File: config.mk
export PLATFORM = sky130hd
export DESIGN_NAME = d_ledpwm
export DESIGN_NICKNAME = d
export VERILOG_FILES = /design/src/rtl/d_ledpwm_pkg.sv /design/src/rtl/d_ledpwm_timebase.sv /design/src/rtl/d_ledpwm.sv
export SDC_FILE = /design/constraint.sdc
export NUM_CORES = 1
export LEC_CHECK = 0
export CAP_MARGIN = 5
export CORE_ASPECT_RATIO = 0.9
export CORE_MARGIN = 4
export CORE_UTILIZATION = 49
export DETAILED_ROUTE_END_ITERATION = 6
export HOLD_SLACK_MARGIN = 0.12
export MAX_ROUTING_LAYER = met4
export PLACE_DENSITY = 0.89
export REMOVE_ABC_BUFFERS = 1
export SYNTH_ARGS = -nofsm -noshare
export SYNTH_HDL_FRONTEND = slang
export SYNTH_SLANG_ARGS = --single-unit
File: constraint.sdc
create_clock -name clk_i -period 2.6 [get_ports clk_i]
set_input_delay 0.26 -clock clk_i [delete_from_list [all_inputs] [get_ports clk_i]]
set_output_delay 0.26 -clock clk_i [all_outputs]
set_load 0.01 [all_outputs]
File: src/rtl/d_ledpwm_pkg.sv
// Field layout, reset value and the byte-masked write helper for the LED PWM CTRL register.
package d_ledpwm_pkg;

   localparam int DUTY_LSB  = 0;
   localparam int DUTY_W    = 8;
   localparam int PRESC_LSB = 8;
   localparam int PRESC_W   = 8;
   localparam int BHALF_LSB = 16;
   localparam int BHALF_W   = 8;
   localparam int BLINK_BIT = 24;
   localparam int EN_BIT    = 25;
   localparam int PHASE_BIT = 26;

   localparam logic [31:0] CTRL_RST     = 32'h0200_00FF;
   localparam logic [31:0] CTRL_RO_MASK = 32'hFC00_0000;

   // Bytes without their enable keep the current value; read-only bits never store anything.
   function automatic logic [31:0] ctrl_merge(input logic [31:0] cur,
                                              input logic [31:0] wd,
                                              input logic [3:0]  be);
      logic [31:0] m;
      m = {{8{be[3]}}, {8{be[2]}}, {8{be[1]}}, {8{be[0]}}};
      return ((wd & m) | (cur & ~m)) & ~CTRL_RO_MASK;
   endfunction

endpackage

File: src/rtl/d_ledpwm_timebase.sv
// PWM timebase: prescaler, 8-bit period counter and the period-start pulse.
module d_ledpwm_timebase
   import d_ledpwm_pkg::*;
(
   input  logic               clk_i,
   input  logic               rst_i,
   input  logic [PRESC_W-1:0] presc,
   input  logic               en,
   output logic [7:0]         cnt,
   output logic               pstart
);

   logic [PRESC_W-1:0] pcnt;
   logic               restart;
   logic               tick;

   // >= rather than == so that lowering presc below pcnt ticks immediately.
   assign tick   = (pcnt >= presc);
   assign pstart = en & (restart | (tick & (cnt == 8'hFF)));

   always_ff @(posedge clk_i) begin
      if (rst_i || !en) begin
         pcnt    <= '0;
         cnt     <= '0;
         restart <= 1'b1;
      end else if (pstart) begin
         pcnt    <= '0;
         cnt     <= '0;
         restart <= 1'b0;
      end else if (tick) begin
         pcnt    <= '0;
         cnt     <= cnt + 8'd1;
      end else begin
         pcnt    <= pcnt + 1'b1;
      end
   end

endmodule

File: src/rtl/d_ledpwm.sv
// LED driver: CTRL register, period-start shadows of pattern/duty, blink phase and the registered LED drive.
module d_ledpwm
   import d_ledpwm_pkg::*;
(
   input  logic        clk_i,
   input  logic        rst_i,
   input  logic [31:0] pattern_i,
   input  logic        we_i,
   input  logic        be0_i,
   input  logic        be1_i,
   input  logic        be2_i,
   input  logic        be3_i,
   input  logic [31:0] din_i,
   output logic [31:0] drd_o,
   output logic [31:0] led_o,
   output logic        pstart_o
);

   logic [31:0]        ctrl;
   logic [3:0]         be;
   logic [DUTY_W-1:0]  duty;
   logic [PRESC_W-1:0] presc;
   logic [BHALF_W-1:0] bhalf;
   logic               blink_en;
   logic               en;

   logic [31:0]        spat;
   logic [DUTY_W-1:0]  sduty;
   logic [BHALF_W-1:0] bcnt;
   logic               phase;
   logic [7:0]         cnt;
   logic               pstart;
   logic               on;

   assign be       = {be3_i, be2_i, be1_i, be0_i};
   assign duty     = ctrl[DUTY_LSB  +: DUTY_W];
   assign presc    = ctrl[PRESC_LSB +: PRESC_W];
   assign bhalf    = ctrl[BHALF_LSB +: BHALF_W];
   assign blink_en = ctrl[BLINK_BIT];
   assign en       = ctrl[EN_BIT];

   // The phase status bit reads 0 while blinking is off, so idle readback equals the stored value.
   assign drd_o = (ctrl & ~CTRL_RO_MASK) | ({31'b0, phase & blink_en} << PHASE_BIT);

   always_ff @(posedge clk_i) begin
      if (rst_i) begin
         ctrl <= CTRL_RST;
      end else if (we_i) begin
         ctrl <= ctrl_merge(ctrl, din_i, be);
      end
   end

   d_ledpwm_timebase u_timebase (
      .clk_i  (clk_i),
      .rst_i  (rst_i),
      .presc  (presc),
      .en     (en),
      .cnt    (cnt),
      .pstart (pstart)
   );

   assign on = (sduty == 8'hFF) | (cnt < sduty);

   // Period-start shadows, blink phase and output stage
   always_ff @(posedge clk_i) begin
      if (rst_i) begin
         spat     <= '0;
         sduty    <= '0;
         bcnt     <= '0;
         phase    <= 1'b1;
         led_o    <= '0;
         pstart_o <= 1'b0;
      end else begin
         pstart_o <= pstart;
         led_o    <= en ? (spat & {32{on & phase}}) : '0;
         if (pstart) begin
            spat  <= pattern_i;
            sduty <= duty;
         end
         if (!en || !blink_en) begin
            phase <= 1'b1;
            bcnt  <= '0;
         end else if (pstart) begin
            if (bcnt == bhalf) begin
               phase <= ~phase;
               bcnt  <= '0;
            end else begin
               bcnt  <= bcnt + 1'b1;
            end
         end
      end
   end

endmodule

==> flow_metrics.tcl, run 1 <==
set metrics [dict create \
    status "finished, final reports clean" \
    cp_max_fo 39 \
    drt_iter0_markers 691 \
    place_ws_ps 274.1 \
    fmax_mhz 410.9 \
    r2r-start "u_timebase.pcnt[0]" \
    hold_path_startpoint "rst_i" \
    ir_worst_vdd_v 0.0003221 \
    die_w_microns 117.5 \
    drv_slew 0 \
    die_h_microns 106.5 \
    grt_start_max_net_pins 67 \
    finalWorstSetupSlack_ps 166.1 \
    dp_hpwl_mm 9.722 \
    cp-start-kind "flop" \
    layout_common_cells "dfxtp_1, clkdlybuf4s50_1, nand3_1" \
    fin_setup_tns_ps 0 \
    path_clk_slew_ps 60 \
    synth_xor_area_share_pct 2.485 \
    clock_skew_ps 18.42 \
    fp-row-count 35 \
    cp_slowest_cell "nand4_1" \
    ys_types 46 \
    cts_tree "yes" \
    htreeDepth 4 \
    path_cells "inv_1 -> ha_1 -> nor2b_1 -> o21ai_1 -> nand4_1 -> buf_12 -> nand3_1 -> a21oi_1" \
    ctsHoldBuffers 0 \
    vias 5179 \
    clockBufferDepth 2 \
    wl_met2_mm 7.402 \
    path_class "flop to flop" \
    cts_root_buf "clkbuf_16" \
    synth_area_sq_mm 0.005286 \
    multi_input_comb_area_sq_mm 0.002477 \
    synth_fa_ha_area_share_pct 4.260 \
    synth_top_area_share_pct 47.34 \
    synth_edf_count 0 \
    routedWlPerCell_microns 17.54 \
    hold_viol_final 0 \
    crit_required_ps 2870 \
    ys.flop_type "dfxtp_1" \
    drt_wl_total_mm 15.21 \
    r2r.worst_path.cells 8 \
    maxUsedRoutingLayer "met4" \
    vias_per_cell 5.973 \
    met3RoutedLength_mm 1.231 \
    die_area_sq_mm 0.01252 \
    critPathTopFamily "simple AND/OR/NAND/NOR gates" \
    port-buffer-count 124 \
    drtPass1Iterations 6 \
    yosysWarnings 0 \
    final_common_cell "dfxtp_1" \
    leakagePower_nw 2.733 \
    fin_nets 814 \
    yosysTopAreaCell "dfxtp_1" \
    regArea_sq_mm 0.002502 \
    fillers 793 \
    synth_mux_area_share_pct 0.3787 \
    initial_utilization_pct 50.93 \
    core_sq_mm 0.01038 \
    synth_top_family_by_area "compound AO/OA/AOI/OAI gates" \
    insertion_delay_ps 430 \
    rsz0062_at_grt "yes" \
    globalRoute.totalOverflow 0 \
    place.gp.congestion 0.8455 \
    rrSetupSlack_ps 170 \
    hold_depth 3 \
    tightest_slew_ps 1321 \
    ant_nets 0 \
    area_growth_pct 35.74 \
    max-cap-violations 0 \
    cp_slowest_stage_delay_ps 560 \
    synth_compound_area_share_pct 19.86 \
    ios 136 \
    syn_inst 621 \
    grt_usage_pct 24.94 \
    cts.sinks 125 \
    relSlewSlack_pct 11.83 \
    period_needed_ps 2434 \
    synth-seq-cells 125 \
    synthTopCellsByArea "dfxtp_1, nand3_1, a21oi_1, ha_1, o21ai_0" \
    ys_async_sr_fraction_pct 0 \
    n_antenna_cell 0 \
    grt_antenna_before_repair 0 \
    cp.arrival_ps 2710 \
    hold_path_class "input pin to flop" \
    r2r-end "spat[10]" \
    numCtsBuffers 17 \
    yosysSeqAreaShare_pct 47.34 \
    m1WireLength_mm 6.342 \
    layout-drive-gt1-share_pct 7.182 \
    setup_violations 0 \
    power_density_mw_per_mm2 717.4 \
    critPathCaptureType "flop" \
    synth-simple-area-share_pct 19.41 \
    critPathBufInv 2 \
    grt_pass1_wl_mm 25.07 \
    crit_start "u_timebase.pcnt[0]" \
    syn_area_per_cell_sq_um 8.513 \
    first_global_vias 5126 \
    drc 0 \
    post_cts_buffers 0 \
    holdPathEnd "u_timebase.restart" \
    fin_crit_sh_pct 93.61 \
]
per-stage QoR:
stage | cell area, sq um | util, % | power [W] | hold slack [ps] | cells
3_3_place_gp | 6565 | 63.25 | 0.002709 | 449.9 | 835
2_1_floorplan | 5049 | - | 0.002399 | 329.1 | 572
6_report | 7176 | 69.14 | 0.005148 | 160.1 | 867
3_5_place_dp | 6565 | 63.25 | 0.002736 | 454.0 | 835
5_1_grt | 7176 | 69.14 | 0.005310 | 165.6 | 867
4_1_cts | 7176 | 69.14 | 0.005148 | 153.3 | 867
kinds of logic after synthesis:
| logic type | Yosys count |
|---|---|
| compound gates | 184 |
| simple gates | 203 |
| mux | 2 |
| other cells | 1 |
| xor+xnor | 15 |
| flops | 125 |
| buf+inv | 73 |
| fa+ha+maj | 18 |
tightest hold or removal path, delay by kind of cell:
family	cells	cell delay, ps
simple gates	1	90
buf+inv	2	190
metal layers:
| metal | track usage [%] | vias to the layer above |
|---|---|---|
| li1 | - | 2415 |
| met1 | 30.20 | 2440 |
| met2 | 41.09 | 299 |
| met3 | 5.957 | 25 |
| met4 | 8.787 | 0 |
| met5 | - | - |
where the power goes:
part	internal [W]	switching, W	total (W)
Sequential	0.00202	0.0000643	0.00208
Combinational	0.000288	0.000349	0.000637
Clock	0.00147	0.000959	0.00243
Total	0.00378	0.00137	0.00515
synthesized netlist by cell type, types with 4 or more instances:
master,count
nand4_1,5
buf_4,6
clkbuf_1,29
or4_1,4
ha_1,18
inv_1,20
nor2_1,12
o22ai_1,7
xor2_1,14
o31ai_1,5
o21ai_0,36
a21oi_1,97
or3_1,9
o21ai_1,10
nand3_1,101
a22oi_1,6
dfxtp_1,125
clkbuf_2,4
a211o_1,11
nand2_1,40
buf_2,9
and3_1,14
layout make-up:
class / instances / share of cell area [%]
inverters: 20 / 1.046
repair buffers: 134 / 18.80
clock buffers: 18 / 6.120
well taps: 129 / 2.249
flip-flops and latches: 125 / 34.87
multi-input cells: 427 / 34.52
clock inverters: 14 / 2.389
worst max-delay path by stage:
stage / endpoint / slack (ps) / cells past startpoint
6_report: spat[10] / 170 / 8
3_5_place_dp: u_timebase.pcnt[7] / 270 / 7
5_1_grt: u_timebase.pcnt[6] / -7 / 7
4_1_cts: spat[28] / 220 / 8
3_3_place_gp: sduty[1] / 400 / 8
2_1_floorplan: bcnt[2] / -130 / 7
timing repair:
item / CTS / global route
endpoints found under the hold margin: 0 / 0
setup endpoints to repair: 0 / 2
gates resized for setup: 0 / 0
Note: power is estimated with default switching activity, not from simulation.
==> run 2: changes to the inputs <==
--- a/config.mk
+++ b/config.mk
@@ -5,14 +5,14 @@
 export SDC_FILE = /design/constraint.sdc
 export NUM_CORES = 1
 export LEC_CHECK = 0
-export CAP_MARGIN = 5
+export CAP_MARGIN = 20
 export CORE_ASPECT_RATIO = 0.9
 export CORE_MARGIN = 4
-export CORE_UTILIZATION = 49
+export CORE_UTILIZATION = 45
 export DETAILED_ROUTE_END_ITERATION = 6
 export HOLD_SLACK_MARGIN = 0.12
 export MAX_ROUTING_LAYER = met4
-export PLACE_DENSITY = 0.89
+export PLACE_DENSITY = 0.84
 export REMOVE_ABC_BUFFERS = 1
 export SYNTH_ARGS = -nofsm -noshare
 export SYNTH_HDL_FRONTEND = slang
==> flow_metrics.tcl, run 2 (same netlist as run 1, synthesis figures left out) <==
set metrics [dict create \
    finalWorstSetupSlack_ps 264.6 \
    die_area_sq_mm 0.01355 \
    grt_pass1_wl_mm 23.67 \
    clock_skew_ps 7.773 \
    max-cap-violations 0 \
    first_global_vias 4922 \
    cp-start-kind "flop" \
    tightest_slew_ps 1067 \
    cts_resized 0 \
    rsz0062_at_grt "no" \
    power_density_mw_per_mm2 707.0 \
    fin_util_pct 62.49 \
    cts_root_buf "clkbuf_16" \
    post_cts_buffers 0 \
    critPathTopFamily "compound AO/OA/AOI/OAI gates" \
    ir_worst_vdd_v 0.0004696 \
    cts_tree "yes" \
    fmax_mhz 428.2 \
    htreeDepth 4 \
    place.gp.congestion 0.8399 \
    path_class "flop to flop" \
    drt_iter0_markers 675 \
    grt_usage_pct 22.17 \
    hold_viol_final 0 \
    layout_common_cells "dfxtp_1, clkdlybuf4s50_1, nand3_1" \
    regArea_sq_mm 0.002502 \
    drt_wl_total_mm 14.56 \
    numCtsBuffers 17 \
    power_w 0.005073 \
    period_needed_ps 2335 \
    multi_input_comb_area_sq_mm 0.002477 \
    initial_utilization_pct 46.04 \
    port-buffer-count 124 \
    final_common_cell "dfxtp_1" \
    hold_path_startpoint "rst_i" \
    fin_nets 813 \
    vias_per_cell 5.653 \
    ios 136 \
    crit_required_ps 2940 \
    hold_path_class "input pin to flop" \
    grt_start_max_net_pins 67 \
    grt_antenna_before_repair 0 \
    layout-drive-gt1-share_pct 6.929 \
    critPathBufInv 1 \
    globalRoute.totalOverflow 0 \
    vias 5048 \
    die_w_microns 122.3 \
    relSlewSlack_pct 28.84 \
    fin_cells 893 \
    drc 0 \
    placed_cells 861 \
    ctsHoldBuffers 0 \
    drv_slew 0 \
    dp_hpwl_mm 9.716 \
    critPathCaptureType "flop" \
    dpl_cell_area_sq_mm 0.006574 \
    cts.sinks 125 \
    fp-row-count 37 \
    setup_violations 0 \
    place_ws_ps 255.1 \
    path_clk_slew_ps 60 \
    cp_slowest_cell "a31oi_2" \
    ant_nets 0 \
    leakagePower_nw 2.701 \
    cp_slowest_stage_delay_ps 680 \
    area_growth_pct 35.72 \
    core_sq_mm 0.01148 \
    path_cells "inv_1 -> ha_1 -> nor4_1 -> o21ai_1 -> a31oi_2 -> nand2_1 -> nor2_1" \
    insertion_delay_ps 410 \
    status "finished, final reports clean" \
    stdcell_area_sq_mm 0.007174 \
    cp_max_fo 18 \
    fin_crit_sh_pct 89.82 \
    drtPass1Iterations 5 \
    cp.arrival_ps 2680 \
    fillers 962 \
    die_h_microns 110.8 \
    routedWlPerCell_microns 16.31 \
    clockBufferDepth 2 \
]
run 2: cell count changes in the layout (fill, tap and decap cells not counted):
cell        previous run  this run
clkinv_2               0         2
buf_8                  0         1
buf_12                 3         1
clkbuf_8               1         0
inv_8                  3         0
clkinvlp_4             1         5
diode_2                0         1
bufinv_16              2         3
inv_6                  4         0
run 2: cell type report:
cell class,count,share of cell area [%]
Sequential cell,125,34.88
Clock inverter,14,2.407
Tap cell,156,2.721
Multi-Input combinational cell,427,34.53
Antenna cell,1,0.03488
Clock buffer,17,5.930
Inverter,20,1.046
Timing Repair Buffer,133,18.45
run 2: worst paths after layout:
| path | slack [ps] | depth (start not counted) | end |
|---|---|---|---|
| max | 260 | 7 | u_timebase.pcnt[3] |
| min | 150 | 3 | u_timebase.restart |
| max reg2reg | 260 | 7 | u_timebase.pcnt[3] |
| min reg2reg | 460 | 2 | led_o[13] |
run 2: power breakdown:
| group | internal, W | switching, W | total (W) |
|---|---|---|---|
| clock network | 0.00150 | 0.000863 | 0.00236 |
| registers | 0.00202 | 0.0000634 | 0.00208 |
| logic | 0.000290 | 0.000340 | 0.000629 |
run 2: stage by stage:
step / hold WS (ps) / TNS, ps
after detailed placement: 453.5 / 0
after global placement: 448.1 / 0
final: 154.7 / 0
after global routing: 188.8 / 0
after floorplan: 329.1 / -1859
after CTS: 156.7 / 0
run 2: worst register-to-register path: stages (launching register included):
cell,delay (ps)
dfxtp_1,360
inv_1,60
ha_1,220
nor4_1,260
o21ai_1,160
a31oi_2,680
nand2_1,330
nor2_1,180
run 2: routing by layer:
metal / vias up / part of all wire (%) / global-route usage (%)
li1: 2417 / - / -
met1: 2356 / 43 / 27.58
met2: 251 / 47 / 34.76
met3: 24 / 8.5 / 5.714
met4: 0 / 1.6 / 7.985
met5: - / 0 / -
==> RTL change (settings of run 2) <==
Reset style: asynchronous (`rst_i`), changed in 2 clocked blocks.
--- a/src/rtl/d_ledpwm.sv
+++ b/src/rtl/d_ledpwm.sv
@@ -43,5 +43,5 @@
    assign drd_o = (ctrl & ~CTRL_RO_MASK) | ({31'b0, phase & blink_en} << PHASE_BIT);
 
-   always_ff @(posedge clk_i) begin
+   always_ff @(posedge clk_i or posedge rst_i) begin
       if (rst_i) begin
          ctrl <= CTRL_RST;
@@ -63,5 +63,5 @@
 
    // Period-start shadows, blink phase and output stage
-   always_ff @(posedge clk_i) begin
+   always_ff @(posedge clk_i or posedge rst_i) begin
       if (rst_i) begin
          spat     <= '0;
Formal check against the unedited RTL: differs if rst_i is asserted again (counterexample within 4 cycles, from zero or initial values and one cycle with rst_i high); with rst_i held inactive, the same outputs for 10 cycles.
==> RTL change against run 2 <==
Synthesized area down 0.66%; global-route usage down 3.7 points; total power up 16%; sequential cell count unchanged; wire length down 21%; worst setup slack worse by 0.13 ns; count of clock-buffer cells in the layout up 3; first-iteration DRC count down 83%; design area up 0.56%; critical path depth up 2; critical endpoint is now sduty[1]$_DFFE_PP0P_; highest routed layer unchanged.
==> RTL change: results <==
[critical_path]
cp_max_fo = 41
r2r_end = sduty[1]$_DFFE_PP0P_
r2r_slack_ns = 0.14
cp_slowest_cell = or4_1
critPathTopFamily = simple AND/OR/NAND/NOR gates
crit_arrival_ns = 2.76

[global_route]
grt_pass1_wl_um = 18600
grt_max_degree = 55
grt_pass1_vias = 3899
grtUsageTotal_pct = 18.5

[power_and_ir_drop]
p_leak_uw = 0.00310
peakVddDrop_mv = 0.658
pg_comb_uw = 1200

[finish]
nNetsFinal = 640
drive_above_1_share_pct = 21.5

[synthesis]
synth_cell_types = 43
synthAdderAreaFrac_pct = 4.29
synth_xor_area_share_pct = 3.50
ys_seq_area_share_pct = 58.2
synth_mux_area_share_pct = 14.5
synth_ff_type = dfrtp_1
synth_compound_area_share_pct = 4.22
netlist_top_cells_count = dfrtp_1, mux2_2, and2_1
synthArstFlopShare_pct = 86.4

[timing]
timing.final.ws_setup_ns = 0.135
fin_skew_ns = 0.00889
holdWs_ns = 0.136

[placed_design]
place_inst = 688
place_ws_ns = 0.0927
place_congestion = 0.855
postPlaceCellArea_sq_um = 6650

[routing]
wl_um = 11500
via_count = 3581
first_pass_iters = 4

[status]
status = finished, final reports clean
==> RTL change: changes by cell type after synthesis, moves of 25 or more <==
cell | before | now
dfrtp_1 | 0 | 98
o21ai_0 | 36 | 2
clkbuf_1 | 29 | 4
and2_1 | 3 | 35
nand3_1 | 101 | 8
mux2_2 | 0 | 64
nand2_1 | 40 | 15
a21oi_1 | 97 | 14
dfxtp_1 | 125 | 17
==> RTL change: cell type report <==
type | instances | area [sq um]
Clock inverter | 12 | 114
Fill cell | 862 | 4220
Timing Repair Buffer | 129 | 1290
Clock buffer | 20 | 447
Multi-Input combinational cell | 251 | 2010
Inverter | 27 | 104
Tap cell | 156 | 195
Sequential cell | 125 | 3060
==> RTL change: layer usage <==
layer	vias up	track usage, %	wire, um
met3	12	9.52	1020
met4	0	5.45	138
met2	114	30.4	5960
met1	1779	19.2	4380
met5	-	-	0
li1	1676	-	-
==> RTL change: repair_timing <==
action	in CTS	in global routing
setup endpoints to repair	0	3
gates resized for setup	0	2
buffers inserted	0	0
hold buffers	0	0
